<file path="config.mk">
export PLATFORM = sky130hd
export DESIGN_NAME = if_stage
export DESIGN_NICKNAME = d
export VERILOG_FILES = /design/src/rtl/pipeline_pkg.sv /design/src/rtl/if_pc_sel.sv /design/src/rtl/if_stage.sv
export SDC_FILE = /design/constraint.sdc
export NUM_CORES = 1
export LEC_CHECK = 0
export ABC_CLOCK_PERIOD_IN_PS = 4100
export CORE_MARGIN = 3
export CORE_UTILIZATION = 48
export CTS_CLUSTER_DIAMETER = 120
export DETAILED_ROUTE_END_ITERATION = 6
export PLACE_DENSITY = 0.9
export SKIP_CTS_REPAIR_TIMING = 1
export SLEW_MARGIN = 20
export SYNTH_ARGS = -nofsm -noshare
export SYNTH_HDL_FRONTEND = slang
export SYNTH_SLANG_ARGS = --single-unit
</file>
<file path="constraint.sdc">
create_clock -name clk -period 4.1 [get_ports clk]
set_clock_uncertainty 0.15 [all_clocks]
set_input_delay 1.025 -clock clk [delete_from_list [all_inputs] [get_ports clk]]
set_output_delay 1.025 -clock clk [all_outputs]
set_load 0.03 [all_outputs]
</file>
<file path="src/rtl/pipeline_pkg.sv">
// Shared pipeline definitions: opcodes, the NOP word and the fetch-state enum.
package pipeline_pkg;
  localparam logic [5:0] OP_RTYPE = 6'b000000;
  localparam logic [5:0] OP_LW    = 6'b100011;
  localparam logic [5:0] OP_SW    = 6'b101011;
  localparam logic [5:0] OP_BEQ   = 6'b000100;
  localparam logic [5:0] OP_HALT  = 6'b111111;

  localparam logic [31:0] NOP_WORD = 32'h0;

  typedef enum logic {
    RUN,
    HALT
  } fetch_state_t;
endpackage

</file>
<file path="src/rtl/if_pc_sel.sv">
// Next-PC mux for the fetch stage: hold, sequential +4, or branch target.
module if_pc_sel
  import pipeline_pkg::*;
(
  input  logic        i_hold,
  input  logic        i_redirect,
  input  logic [31:0] i_pc,
  input  logic [31:0] i_pc_br,
  input  logic [31:0] i_imm,
  output logic [31:0] o_next_pc
);
  logic [31:0] w_seq;
  logic [31:0] w_target;

  assign w_seq = i_pc + 32'd4;
  // Branch offsets are relative to the branch's own fall-through address.
  assign w_target = i_pc_br + 32'd4 + (i_imm << 2);

  always_comb begin
    o_next_pc = w_seq;
    if (i_hold)
      o_next_pc = i_pc;
    else if (i_redirect)
      o_next_pc = w_target;
  end
endmodule

</file>
<file path="src/rtl/if_stage.sv">
// Instruction-fetch stage: PC, IF/ID register, branch redirect, HALT.
// Optional fetch/flush counters are built when IF_STAGE_STATS_EN is defined.
module if_stage
  import pipeline_pkg::*;
#(
  parameter logic [31:0] RESET_PC = 32'h0000_0000,
  parameter int          IMEM_AW  = 8
) (
  input  logic               clk,
  input  logic               reset,
  input  logic               stall,
  input  logic               beq_taken,
  input  logic [31:0]        beq_imm,
  output logic [IMEM_AW-1:0] imem_addr,
  input  logic [31:0]        imem_rdata,
  output logic [31:0]        instruction,
  output logic [31:0]        pc_out,
  output logic               valid,
  output logic               halted,
  output logic [31:0]        fetch_count,
  output logic [31:0]        flush_count
);
  fetch_state_t r_state;
  logic [31:0]  r_pc;
  logic [31:0]  r_instr;
  logic [31:0]  r_pc_out;
  logic         r_valid;
  logic [31:0]  w_next_pc;
  logic         w_hold;
  logic         w_fetch;
  logic         w_flush;

  assign w_hold  = (r_state == HALT) | stall;
  assign w_fetch = ~w_hold & ~beq_taken;
  assign w_flush = ~w_hold & beq_taken;

  if_pc_sel u_pc_sel (
    .i_hold     (w_hold),
    .i_redirect (beq_taken),
    .i_pc       (r_pc),
    .i_pc_br    (r_pc_out),
    .i_imm      (beq_imm),
    .o_next_pc  (w_next_pc)
  );

  always_ff @(posedge clk or posedge reset) begin
    if (reset) begin
      r_state  <= RUN;
      r_pc     <= RESET_PC;
      r_instr  <= NOP_WORD;
      r_pc_out <= 32'h0;
      r_valid  <= 1'b0;
    end else begin
      r_pc <= w_next_pc;
      if (r_state == HALT) begin
        r_instr <= NOP_WORD;
        r_valid <= 1'b0;
      end else if (w_flush) begin
        r_instr  <= NOP_WORD;
        r_valid  <= 1'b0;
        r_pc_out <= r_pc;
      end else if (w_fetch) begin
        r_instr  <= imem_rdata;
        r_valid  <= 1'b1;
        r_pc_out <= r_pc;
        if (imem_rdata[31:26] == OP_HALT)
          r_state <= HALT;
      end
    end
  end

`ifdef IF_STAGE_STATS_EN
  logic [31:0] r_fetch_cnt;
  logic [31:0] r_flush_cnt;

  always_ff @(posedge clk or posedge reset) begin
    if (reset) begin
      r_fetch_cnt <= 32'h0;
      r_flush_cnt <= 32'h0;
    end else begin
      if (w_fetch)
        r_fetch_cnt <= r_fetch_cnt + 32'd1;
      if (w_flush)
        r_flush_cnt <= r_flush_cnt + 32'd1;
    end
  end

  assign fetch_count = r_fetch_cnt;
  assign flush_count = r_flush_cnt;
`else
  assign fetch_count = 32'h0;
  assign flush_count = 32'h0;
`endif

  assign imem_addr   = r_pc[IMEM_AW+1:2];
  assign instruction = r_instr;
  assign pc_out      = r_pc_out;
  assign valid       = r_valid;
  assign halted      = (r_state == HALT);
endmodule

</file>
==> flow_summary_export.csv, run 1 <==
group,metric,value,unit
cts,cts-buffers-inserted,9,
synth,ys_warn_count,0,
pwr,p_seq_frac,0.287,
floorplan,design.core.area,0.01351,mm²
drt,drt_iter0_markers,453,
timing,period_needed,3858,ps
run_status,status,"finished clean",
pwr,internal_power,0.003052,W
global_route,grt_use_total,0.2207,
floorplan,io_pins,206,
setup_path,crit_path_start_kind,"input pin",
floorplan,fp.dieH,124.8,µm
synth,netlist_area,0.006773,mm²
finish,drive_above_1_share,0.07642,
synth,syn_inst,781,
place,io_buffers,139,
timing,fin_tns_setup,0,ps
setup_path,crit_family,"adder cells",
timing,period_share,0.9410,
setup_path,critPathCaptureType,"register",
drt,viasPerCell,5.456,
drt,ant_nets,0,
timing,grt_setup_unrepaired,"no",
floorplan,die_w,124.8,µm
global_route,grt_overflow,0,
cts,clock_sinks,98,
setup_path,crit_path_cell_trace,"clkdlybuf4s50_1 > ha_1 > ha_1 > fa_1 > a211oi_2 > nor2_1 > or3_1 > a21oi_1 > o21bai_1 > a21o_1 > xnor2_1 > o21ai_0",
finish,synthToLayoutAreaGrowth,25.27,%
timing,final-hold-violation-count,0,
floorplan,placementRows,42,
pwr,clkPwrFrac,0.173,
drt,dr.pass1.iters,5,
synth,synth_edf_count,0,
finish,post-route-util,0.6282,
finish,fin_nets,1039,
cts,cts_max_level,3,
synth,synth_area_leaders,"dfrtp_1, ha_1, buf_4",
synth,ys_seq_elements,98,
timing,tightestPinTransition,922.5,ps
setup_path,critPathArrivalTime,3930,ps
setup_path,cp_common_cell,"ha_1",
synth,yosysSeqAreaShare,0.3621,
synth,synth_area_per_cell,8.672,µm²
setup_path,crit_required,4170,ps
cts,clk_latency,350,ps
pwr,p_sw_frac,0.4427,
pwr,net-switching-power,0.002424,W
synth,synth_top_area_frac,0.3621,
finish,nFillCells,1172,
floorplan,die_area,0.01557,mm²
finish,diodes,0,
hold_path,hp-class,"register to register",
cts,clkTransAtPathRegs,70,ps
drt,drcViolationCount,0,
pwr,cellPowerDensity,645.4,mW/mm²
place,dpl.hpwl,12610,µm
setup_path,path_buf_inv,1,
finish,multi_input_area,0.003800,mm²
synth,async_flop_share,1.000,
global_route,grt_max_degree,58,
cts,clockBufferDepth,2,
global_route,grt_pass1_wl,28640,µm
finish,final_cells,1092,
setup_path,worstPathMaxFanout,3,
synth,synthTopCellsByCount,"nand2_1, dfrtp_1, buf_4",
finish,final-seq-area,0.002452,mm²
pwr,peakVddDrop,0.0003916,V
setup_path,critPathSlowestCell,"clkdlybuf4s50_1",
timing,setup_viol,0,
pwr,pwr-share-comb,0.540,
place,place.gp.congestion,0.8829,
cts,cts_tree,"built",
synth,synth_flop_cell,"dfrtp_1",
timing,slew_headroom,0.3793,
setup_path,cpPeakStageDelay,430,ps
drt,num_vias,5958,
place,placed_cells,1077,
synth,yosys.cell_count.top_type,"nand2_1",
synth,synth_cell_types,63,
cts,cts_root_buffer,"clkbuf_16",
global_route,antenna_found_initial,0,
drt,routedWlPerCell,15.90,µm
floorplan,start_util,0.5015,
pwr,leakagePower,3.983,nW
global_route,grt_pass1_vias,5853,
timing,slew_viol_final,0,
flow_run,cap_violations,0,
drt,routed_wl,17360,µm
synth,yosys.area.top_type,"dfrtp_1",
setup_path,crit_type,"input pin to register",
timing,clock.fmax,259.2,MHz
power groups by stage:
stage               combinational [W]  sequential, W  clock, W
global route                  0.00325        0.00161   0.00101
global placement              0.00283        0.00156         0
finish                        0.00296        0.00157  0.000948
floorplan                     0.00184        0.00175         0
detailed placement            0.00292        0.00158         0
CTS                           0.00294        0.00156  0.000968
final timing paths:
check	startpoint	endpoint	slack, ps	cells past startpoint
max in group asynchronous	reset	instruction[15]	2170	3
min in group asynchronous	reset	instruction[6]	920	2
hold reg to reg	r_pc[1]	pc_out[1]	340	2
hold / removal	r_pc[1]	pc_out[1]	340	2
setup reg to reg	pc_out[3]	r_pc[15]	950	11
setup / recovery	beq_imm[1]	r_pc[15]	240	12
cell families (layout without fill, tap and decap cells):
family | after synthesis | count (layout) | synth area share
AOI/OAI and AO/OA | 201 | 201 | 0.1905
adders and majority gates | 59 | 59 | 0.1101
muxes | 7 | 7 | 0.01053
and+or+nand+nor | 267 | 267 | 0.1842
DFF | 98 | 98 | 0.3621
xor gates and xnor gates | 22 | 22 | 0.02845
buffers and inverters | 126 | 198 | 0.1136
other | 1 | 64 | 0.0005537
final cells by class:
| class | count | area share |
|---|---|---|
| multi-input combinational | 620 | 0.4479 |
| sequential | 98 | 0.2890 |
| timing repair buffer | 171 | 0.1932 |
| clock buffer | 10 | 0.02817 |
| tap | 176 | 0.02595 |
| clock inverter | 5 | 0.01018 |
| inverter | 12 | 0.005604 |
layout by cell type, fill, tap and decap left out, types with 2 or more instances in the layout:
cell type        synthesis  final
o22a_1                   4      4
o21a_1                   3      3
nand2_1                135    135
a32oi_1                  2      2
xnor2_1                 13     13
nand2b_1                 2      2
o21bai_1                 4      4
mux2i_1                  6      6
clkbuf_16                0      9
nor2_1                  55     53
nor4_1                   2      2
and4_1                   2      2
o21ai_0                 38     38
a31oi_1                  8      8
o21ai_1                  6      6
and3_2                   2      2
and3_1                   5      5
xor2_1                   9      9
a21oi_1                 70     70
a22o_1                  32     32
nor3_1                  18     18
nand4_4                  3      3
o31ai_1                  4      4
and2_1                   2      2
ha_1                    58     58
conb_1                   1     64
or2_2                    2      2
a211oi_1                 6      5
a21o_1                  10     10
clkdlybuf4s50_1          0    138
nor2_2                   0      2
inv_1                   12     11
inv_6                    0      2
bufinv_16                0      2
buf_4                   72     31
nand4_1                 11     11
dfrtp_1                 98     98
nand3_1                 18     18
routing by layer:
metal  GRT usage  up-vias  wire length, µm
met3     0.05060       35             1145
met4     0.07995        0              443
met1      0.2785     2809             7257
met2      0.3702      229             8511
met5           0        -                0
li1            -     2885                -
worst reg2reg max path: stages, from the launching register on:
cell      delay, ps
dfrtp_1         410
ha_1            290
ha_1            230
fa_1            410
a211oi_2        250
nor2_1          100
or3_1           330
a21oi_1         300
o21bai_1        110
a21o_1          190
xnor2_1         160
o21ai_0          90
state kept, by name, summed over array words and instances, names as in the netlist:
| signal | cells |
|---|---|
| halted | 1 |
| instruction | 32 |
| pc_out | 32 |
| r_pc | 32 |
| valid | 1 |
through the flow:
step / power (W) / cell area [µm²] / hold slack, ps / setup WS [ps]
after floorplan: 0.003589 / 7009 / 288.6 / 362.9
after global placement: 0.004391 / 8154 / 303.4 / -110.3
after detailed placement: 0.004493 / 8154 / 324.5 / -185.7
after CTS: 0.005472 / 8479 / 340.1 / 195.3
after global routing: 0.005874 / 8484 / 365.0 / 81.03
final: 0.005476 / 8484 / 337.0 / 241.7
Note: power is estimated with default switching activity, not from simulation.
==> run 2: changes to the inputs <==
--- a/config.mk
+++ b/config.mk
@@ -12,7 +12,7 @@
 export DETAILED_ROUTE_END_ITERATION = 6
 export PLACE_DENSITY = 0.9
 export SKIP_CTS_REPAIR_TIMING = 1
-export SLEW_MARGIN = 20
+export SLEW_MARGIN = 10
 export SYNTH_ARGS = -nofsm -noshare
 export SYNTH_HDL_FRONTEND = slang
 export SYNTH_SLANG_ARGS = --single-unit
==> results of run 2 <==
No change in the layout: final DEF, timing and power equal those of run 1.
